--- src/rtl/sap_ctrl_seq.sv ---
// SAP-1 control sequencer: T1..T6 ring counter, per-state opcode decode, run/pause/step, sticky halt.
// Optional macro SAP_JUMP_EN enables JMP/JC/JZ decoding; without it those opcodes are NOPs and lp stays 0.
//
// state | meaning
// T1    | fetch: PC onto bus, MAR load
// T2    | fetch: PC increment
// T3    | fetch: RAM onto bus, IR load
// T4    | execute step 1 (address phase / OUT / HLT / jumps)
// T5    | execute step 2 (RAM operand read)
// T6    | execute step 3 (ALU result write-back)
module sap_ctrl_seq #(
   parameter int OPC_W   = 4,
   parameter int NSTATES = 6
) (
   input  logic             clk,
   input  logic             rst,
   input  logic             run,
   input  logic             step,
   input  logic [OPC_W-1:0] opcode,
   input  logic             carry,
   input  logic             zero,
   output logic [5:0]       t_state,
   output logic             cp,
   output logic             ep,
   output logic             lm,
   output logic             ce,
   output logic             li,
   output logic             ei,
   output logic             la,
   output logic             ea,
   output logic             lb,
   output logic             su,
   output logic             eu,
   output logic             fi,
   output logic             lo,
   output logic             lp,
   output logic             halted
);

   if (NSTATES != 6) begin : g_nstates_check
      $error("sap_ctrl_seq supports only NSTATES = 6");
   end

   typedef enum logic [5:0] {
      T1 = 6'b000001,
      T2 = 6'b000010,
      T3 = 6'b000100,
      T4 = 6'b001000,
      T5 = 6'b010000,
      T6 = 6'b100000
   } t_state_e;

   localparam logic [OPC_W-1:0] OP_LDA = OPC_W'(4'h0);
   localparam logic [OPC_W-1:0] OP_ADD = OPC_W'(4'h1);
   localparam logic [OPC_W-1:0] OP_SUB = OPC_W'(4'h2);
   localparam logic [OPC_W-1:0] OP_OUT = OPC_W'(4'hE);
   localparam logic [OPC_W-1:0] OP_HLT = OPC_W'(4'hF);
`ifdef SAP_JUMP_EN
   localparam logic [OPC_W-1:0] OP_JMP = OPC_W'(4'h6);
   localparam logic [OPC_W-1:0] OP_JC  = OPC_W'(4'h7);
   localparam logic [OPC_W-1:0] OP_JZ  = OPC_W'(4'h8);
`else
   logic unused_flags;
   assign unused_flags = carry ^ zero;
`endif

   t_state_e state, state_next;
   logic     halted_next;
   logic     adv;

   always_ff @(posedge clk or negedge rst) begin
      if (!rst) begin
         state  <= T1;
         halted <= 1'b0;
      end else begin
         state  <= state_next;
         halted <= halted_next;
      end
   end

   assign t_state = state;

   always_comb begin
      state_next  = state;
      halted_next = halted;
      adv         = !halted && (run || step);
      cp = 1'b0; ep = 1'b0; lm = 1'b0; ce = 1'b0; li = 1'b0;
      ei = 1'b0; la = 1'b0; ea = 1'b0; lb = 1'b0; su = 1'b0;
      eu = 1'b0; fi = 1'b0; lo = 1'b0; lp = 1'b0;

      if (adv) begin
         case (state)
            T1:      state_next = T2;
            T2:      state_next = T3;
            T3:      state_next = T4;
            T4:      state_next = T5;
            T5:      state_next = T6;
            T6:      state_next = T1;
            default: state_next = T1;
         endcase
         if (state == T4 && opcode == OP_HLT)
            halted_next = 1'b1;
      end

      // The control word is held at zero while in reset or halted so the datapath sees no strobes.
      if (rst && !halted) begin
         case (state)
            T1: begin ep = 1'b1; lm = 1'b1; end
            T2: cp = 1'b1;
            T3: begin ce = 1'b1; li = 1'b1; end
            T4: begin
               case (opcode)
                  OP_LDA, OP_ADD, OP_SUB: begin ei = 1'b1; lm = 1'b1; end
                  OP_OUT: begin ea = 1'b1; lo = 1'b1; end
`ifdef SAP_JUMP_EN
                  OP_JMP: begin ei = 1'b1; lp = 1'b1; end
                  OP_JC:  begin ei = carry; lp = carry; end
                  OP_JZ:  begin ei = zero;  lp = zero;  end
`endif
                  default: ;
               endcase
            end
            T5: begin
               case (opcode)
                  OP_LDA: begin ce = 1'b1; la = 1'b1; end
                  OP_ADD, OP_SUB: begin ce = 1'b1; lb = 1'b1; end
                  default: ;
               endcase
            end
            T6: begin
               case (opcode)
                  OP_ADD: begin eu = 1'b1; la = 1'b1; fi = 1'b1; end
                  OP_SUB: begin su = 1'b1; eu = 1'b1; la = 1'b1; fi = 1'b1; end
                  default: ;
               endcase
            end
            default: ;
         endcase
      end
   end

endmodule
--- config.mk ---
export PLATFORM = sky130hd
export DESIGN_NAME = sap_ctrl_seq
export DESIGN_NICKNAME = d
export VERILOG_FILES = /design/src/rtl/sap_ctrl_seq.sv
export SDC_FILE = /design/constraint.sdc
export NUM_CORES = 1
export LEC_CHECK = 0
export BUFFER_PORTS_ARGS = -buffer_cell sky130_fd_sc_hd__buf_4
export CORE_MARGIN = 2
export CORE_UTILIZATION = 42
export DETAILED_ROUTE_END_ITERATION = 6
export PLACE_DENSITY = 0.76
export SETUP_SLACK_MARGIN = 0.02
export SYNTH_ARGS = -nofsm -noshare
export SYNTH_HDL_FRONTEND = slang
export SYNTH_SLANG_ARGS = --single-unit
export TNS_END_PERCENT = 1
--- constraint.sdc ---
create_clock -name clk -period 1.89 [get_ports clk]
set_input_delay 0.378 -clock clk [delete_from_list [all_inputs] [get_ports clk]]
set_output_delay 0.378 -clock clk [all_outputs]
set_load 0.005 [all_outputs]
# ---- After elaboration in Yosys (flattened, before gate mapping)
# Cells that the tools add are included.
# W data, S select, Z words.
dict set report word_totals {
  regBits 7
  inputBits 10
  output_inout_bits 21
  word_cells 49
}
dict set report op_classes {
  n_eq_ne 10
  n_mux 28
  n_reduce_logical 9
}
# op n
set op_table {}
lappend op_table {{$pmux W6 S5} 1}
lappend op_table {{$mux W1} 24}
lappend op_table {{$eq A4 B4 Y1 const B} 2}
lappend op_table {{$eq A6 B1 Y1 const B} 1}
lappend op_table {{$eq A6 B2 Y1 const B} 1}
lappend op_table {{$eq A6 B3 Y1 const B} 1}
lappend op_table {{$eq A6 B4 Y1 const B} 1}
lappend op_table {{$eq A6 B5 Y1 const B} 1}
lappend op_table {{$eq A6 B6 Y1 const B} 1}
lappend op_table {{$pmux W1 S2} 3}
lappend op_table {{$eq A4 B1 Y1 const B} 1}
lappend op_table {{$eq A4 B2 Y1 const B} 1}
lappend op_table {{$logic_not A4 Y1} 1}
lappend op_table {{$logic_and A1 B1 Y1} 3}
lappend op_table {{$reduce_or A3 Y1} 1}
lappend op_table {{$reduce_and A2 Y1} 1}
lappend op_table {{$reduce_or A2 Y1} 1}
lappend op_table {{$logic_not A1 Y1} 1}
lappend op_table {{$logic_or A1 B1 Y1} 1}

# ---- Depth between registers and ports, before layout
# Gate-level depths: netlist of run 1.
dict set report depth {
  depth_word 5
  mapped_depth 5
  mapped_depth_nobuf 4
}

# ---- Worst setup path after synthesis of run 1
# Ideal clock, no wire load.
dict set report synth_path {
  kind {register -> output}
  startpoint {reg state[5], in the netlist t_state[5]}
  endpoint {out lo}
  t_arrival_ns 1.341
  required_ns 1.512
  path_slack_ns 0.171
  stages_incl_launch_ff 5
  path_buffers 1
  cell_sequence {dfrtp_1 nor3_4 nand3_2 nor4_1 buf_4}
}
dict set report synth_between {
  elab_chain_len 3
}
# element line
set synth_lines {}
lappend synth_lines {{start: declaration} 67} ;# t_state_e state, state_next;
lappend synth_lines {{start signal: assignment} 76} ;# state <= state_next;
lappend synth_lines {{$eq A6 B4 Y1} n/a}
lappend synth_lines {{$mux W1 (2 in series)} n/a}
lappend synth_lines {{end: declaration} 35} ;# output logic lo,
# Every way passes these cells.

# ---- Final worst setup path of run 1
dict set report layout_path {
  startpoint {reg state[2], in the netlist t_state[2]}
  endpoint {out lm}
}
dict set report layout_between {
  elab_chain_len 3
  elab_cells_between_ends 4
  cone_classes {eq/ne: 2; mux: 2}
}
# element line
set layout_lines {}
lappend layout_lines {{$eq A6 B4 Y1 / $eq A6 B1 Y1 (equally long branches)} 107} ;# case (state)
lappend layout_lines {{$pmux W1 S2 (*)} 107}
lappend layout_lines {{$mux W1 (*)} 106} ;# if (rst && !halted) begin
lappend layout_lines {{end: declaration} 25} ;# output logic lm,
# Mark *: on every way between the ends. The rest lies on a longest branch, timed or not.

==> results of run 1 <==
[per-stage QoR]
| stage | total power, mW | instances | setup WS (ps) |
|---|---|---|---|
| 2_1_floorplan | 0.190 | 69 | 171 |
| 6_report | 0.370 | 123 | -8.82 |
| 5_1_grt | 0.392 | 123 | -54.0 |
| 3_3_place_gp | 0.224 | 112 | 206 |
| 3_5_place_dp | 0.226 | 112 | 189 |
| 4_1_cts | 0.369 | 116 | -1.55 |
[logic make-up after synthesis]
| family | count (synthesis) | share of synthesized area |
|---|---|---|
| compound gates | 13 | 0.165 |
| xor+xnor | 2 | 0.0312 |
| buf+inv | 6 | 0.0668 |
| flops | 7 | 0.314 |
| other cells | 1 | 0.00668 |
| simple gates | 40 | 0.417 |
[critical path, stage by stage (launching register included)]
cell and delay, ps:
dfrtp_2 450, nor3_4 240, nand3_2 150, buf_6 160, o22ai_2 130, buf_4 130
[placed cells by master, fill, tap and decap left out, types with 2 or more instances in the layout]
cell      Yosys  layout
buf_4         4      38
buf_6         0       2
clkbuf_4      0       3
dfrtp_1       6       3
dfrtp_2       0       3
nand2_1      10       9
nand2b_1      3       3
nand4_1       2       2
nand4b_1      2       2
nor2_1       11      10
nor3_4        1       2
nor4b_1       3       2
o21ai_0       6       6
[report_power, final]
part,total (mW),switching [mW],internal [mW]
clock network,0.136,0.0555,0.0806
logic,0.0700,0.0358,0.0342
registers,0.164,0.00835,0.156
total,0.370,0.0996,0.271
[per-layer routing]
layer	up-vias	wire [µm]	track usage
li1	319	-	-
met1	307	721	0.255
met2	22	872	0.345
met3	6	86	0.0833
met4	0	52	0.125
met5	-	0	0
[state kept, by name, summed over array words and instances (netlist names)]
signal   cells
t_state      6
halted       1
[path summary, 6_finish.rpt]
check | start | end | slack [ps]
worst max-delay path | t_state[2] | lm | -9
worst min-delay path | rst | t_state[5] | 60
worst max register to register | t_state[2] | halted | 310
worst min register to register | t_state[0] | t_state[0] | 550
max in group asynchronous | rst | t_state[0] | 1620
min in group clk | run | halted | 490
[cell type report]
cell class | instances | area share
flip-flops and latches | 7 | 0.192
well taps | 15 | 0.0200
clock buffers | 4 | 0.0280
multi-input cells | 56 | 0.428
inverters | 1 | 0.00400
repair buffers | 40 | 0.328
[repair_timing]
item | CTS | global route
endpoints found under the setup margin | 10 | 12
buffers inserted | 0 | 7
gates resized for setup | 6 | 9
pin swaps | 1 | 6
==> results.md, run 1 <==
- Synth area leader: dfrtp_1
- Wire per inst: ~14 µm
- Fin util: 0.740
- Total wire length: 1730 µm
- EDFF count, synth: 0
- Yosys cell types: 30
- Tmin final: around 1900 ps
- Share of Yosys cell area claimed by the top area cell type: 0.267
- Hold_ws: between 60 and 70 ps
- Syn Nets: 79
- DR pass1 iterations: 4
- Power per cell area: 395 nW/µm²
- H-tree depth: 1
- Via-to-Cell Ratio: 5.32
- DR iter-0 viols: 10
- IR Drop Worst-Case VDD: ~0.3 mV
- Commonest cells post-synth: 11 x nor2_1, 10 x nand2_1, 6 x dfrtp_1, 6 x o21ai_0, 4 x buf_4
- Cell Rows: 13
- Initial core utilization: 0.443
- GRT overflow: 0
- Clock Tree Buf Depth: 2
- Failing checks: negative setup slack
- Most used DFF post-synth: dfrtp_1
- Vias: 654
- Die width: a little over 40 µm
- CTS sink cnt: 7
- Mapped cell area: between 500 and 600 µm²
- Synth area leaders: dfrtp_1 27%, nor2_1 7.3%, nand2_1 6.7%, o21ai_0 5.3%, buf_4 5.3%
- # DRC: 0
- Setup ws final: -8.82 ps
- First-pass GRT wire length: approximately 2200 µm
- # port buffers: 27
- Layout cells sized above 1: 0.556
- Die height: between 40 and 50 µm
- Num CTS Buffers: 3
- Critical Path AT: approximately 1500 ps
- Die Area: roughly 1600 µm²
- Multi-input gate area: between 400 and 500 µm²
- CP Launch Type: register
- CP endpoint kind: output pin
- RSZ-0062 raised after global routing: yes
- Design Area, Final: about 940 µm²
- Max-Cap Viols: 0
- Area Overhead vs Synth: 67.0%
- Number of fill cells: 92
- Async set or reset register ratio after synthesis: 1.00
- Pin count of the biggest net entering global routing: 12
- Final #Nets: 119
- Final GP Congestion: a little under 0.8
- Syn avg cell area: ~8 µm²
- Critical Path Fanout Max: 5
- Final Hold Fails: 0
- Seq cells post-synth: 7
- Placed cell area: around 790 µm²
- I/O pin count: 31
- Clk_lat worst skew: around 250 ps
- Fmax: ~530 MHz
- R2r worst-path depth: 5
- Crit path required time: between 1500 and 2000 ps
- Ys Warns: 0
- Max Clock Skew: 1.65 ps
- Core ar.: approximately 1300 µm²
- Leakage Power: 0.443 nW
- Final setup viols: 1
- Storage element area: about 180 µm²
- Post-DP HPWL: 1180 µm
- Initial antenna violation count: 0
- CTS Hold Bufs: 0
- CTS tree: done
- Count leader, synth: nor2_1
- TNS Setup: -8.82 ps
- Sequential area share after synthesis: 0.314
- Post-DRT Antenna Nets: 0
- All-Layer GR Usage: 0.221
- Worst-path clk slew: about 50 ps
- Critical path class: reg -> out
- Outcome: finished, violations left
- Hold WC Path Type: in -> async
- Vias in the first global route: a little under 500
- Fin crit share: 1.00
- Slew Limit Fails: 0
- Antenna Cells: 0
- Gate Count Post-Synth: between 60 and 70
- Root Driver: clkbuf_4
Power figures use the tool's default switching activity.
==> run 2, diff against run 1 <==
--- a/config.mk
+++ b/config.mk
@@ -10,6 +10,7 @@
 export CORE_UTILIZATION = 42
 export DETAILED_ROUTE_END_ITERATION = 6
 export PLACE_DENSITY = 0.76
+export REMOVE_ABC_BUFFERS = 1
 export SETUP_SLACK_MARGIN = 0.02
 export SYNTH_ARGS = -nofsm -noshare
 export SYNTH_HDL_FRONTEND = slang
==> results.md, run 2 (same netlist as run 1, synthesis figures left out) <==
- Outcome: finished clean
- I/O pin count: 31
- Number of fill cells: 98
- Tmin final: 1840 ps
- Critical Path Fanout Max: 8
- Multi-input gate area: around 390 µm²
- CTS Hold Bufs: 0
- Storage element area: 180 µm²
- Initial core utilization: 0.443
- Max Clock Skew: around 1.4 ps
- Commonest non-fill, non-tap cell in the layout: buf_4
- Switching Share: 0.244
- Total power: between 300 and 400 µW
- Critical path class: reg -> out
- Final GP Congestion: 0.863
- Slew Limit Fails: 0
- Fin crit share: 0.975
- TNS Setup: 0 ps
- Critical path buffer and inverter count: 2
- First-pass GRT wire length: roughly 2200 µm
- Critical path origin: t_state[5]
- Power per cell area: 390 nW/µm²
- Fmax: roughly 540 MHz
- Initial antenna violation count: 0
- CTS tree: done
- Worst-path clk slew: roughly 50 ps
- Setup ws final: around 48 ps
- Final Hold Fails: 0
- Max-Cap Viols: 0
- Comb power frac: 0.188
- Crit path required time: around 1500 ps
- Leakage Power: ~0.42 nW
- Clock power share: 0.350
- Max incr delay on CP: around 460 ps
- Post-DRT Antenna Nets: 0
- Worst r2r src: t_state[2]
- Die Area: between 1500 and 2000 µm²
- DR pass1 iterations: 4
- Commonest cells after routing, fill and taps aside: 37 x buf_4, 10 x nand2_1, 9 x nor2_1, 6 x o21ai_0
- Cell Rows: 13
- Via-to-Cell Ratio: approximately 5.4
- All-Layer GR Usage: 0.210
- Hold WC Path Type: in -> async
- Vias in the first global route: ~560
- Pin count of the biggest net entering global routing: 12
- Vias: 657
- Post-DP HPWL: between 1000 and 1500 µm
- Total wire length: around 1700 µm
- CP top delay family: flip-flops
- Wire per inst: 13.7 µm
- Critical Path AT: between 1000 and 1500 ps
- Die width: approximately 41 µm
- CP endpoint kind: output pin
- DR iter-0 viols: 18
- # port buffers: 27
- RSZ-0062 raised after global routing: yes
- CTS sink cnt: 7
- P_int: ~270 µW
- Fin util: 0.717
- Area Overhead vs Synth: 61.9%
- Layout cells sized above 1: 0.538
- CP Launch Type: register
- IR Drop Worst-Case VDD: roughly 0.35 mV
- Antenna Cells: 0
- Sequential power share: 0.462
- Root Driver: clkbuf_4
- Core ar.: ~1300 µm²
- # DRC: 0
- Num CTS Buffers: 3
- Final setup viols: 0
- Hold_ws: ~70 ps
- Die height: just over 40 µm
- Flop2flop setup slack: ~400 ps
- Max reg flops: 6
- H-tree depth: 1
- Max stage delay cell, worst path: dfrtp_2
- Final #Nets: 117
- Crit path cell chain: nor3_4 > nand3_2 > buf_6 > o22ai_2 > buf_4
- GRT overflow: 0
- NetSw: 86.7 µW
- Clock Tree Buf Depth: 2
- Pre-CTS setup slack: ~210 ps
- Clk_lat worst skew: 240 ps
==> run 2: path summary, 6_finish.rpt <==
path / end / cells after the start
hold / removal: t_state[1] / 2
setup reg to reg: t_state[0] / 5
setup / recovery: lm / 5
min in group clk: halted / 3
hold reg to reg: t_state[0] / 2
max in group asynchronous: t_state[0] / 2
==> run 2: power by group through the flow <==
stage | combinational (mW) | sequential, mW | clock [mW]
after floorplan | 0.0218 | 0.167 | 0
after global placement | 0.0588 | 0.164 | 0
after detailed placement | 0.0600 | 0.165 | 0
after CTS | 0.0612 | 0.163 | 0.131
after global routing | 0.0727 | 0.165 | 0.136
final | 0.0668 | 0.164 | 0.124
==> run 2: layout make-up <==
type | instances | share of cell area
clock buffers | 4 | 0.0289
well taps | 15 | 0.0206
multi-input cells | 56 | 0.431
repair buffers | 38 | 0.318
inverters | 1 | 0.00413
flip-flops and latches | 7 | 0.198
==> run 2: what timing repair did <==
action	in CTS	in global routing
endpoints found under the hold margin	0	0
buffers inserted	1	3
resized for setup	4	9
pin swaps	2	4
endpoints found under the setup margin	7	9
==> run 2: stage by stage <==
step	cells	area (µm²)
2_1_floorplan	64	528
3_3_place_gp	113	802
3_5_place_dp	113	802
4_1_cts	118	851
5_1_grt	121	910
6_report	121	910
==> run 2: metal layers <==
layer	track usage	vias up	part of all wire
li1	-	317	-
met5	0	-	0
met2	0.333	26	0.54
met4	0.150	0	0.0091
met3	0.0333	2	0.067
met1	0.256	312	0.38
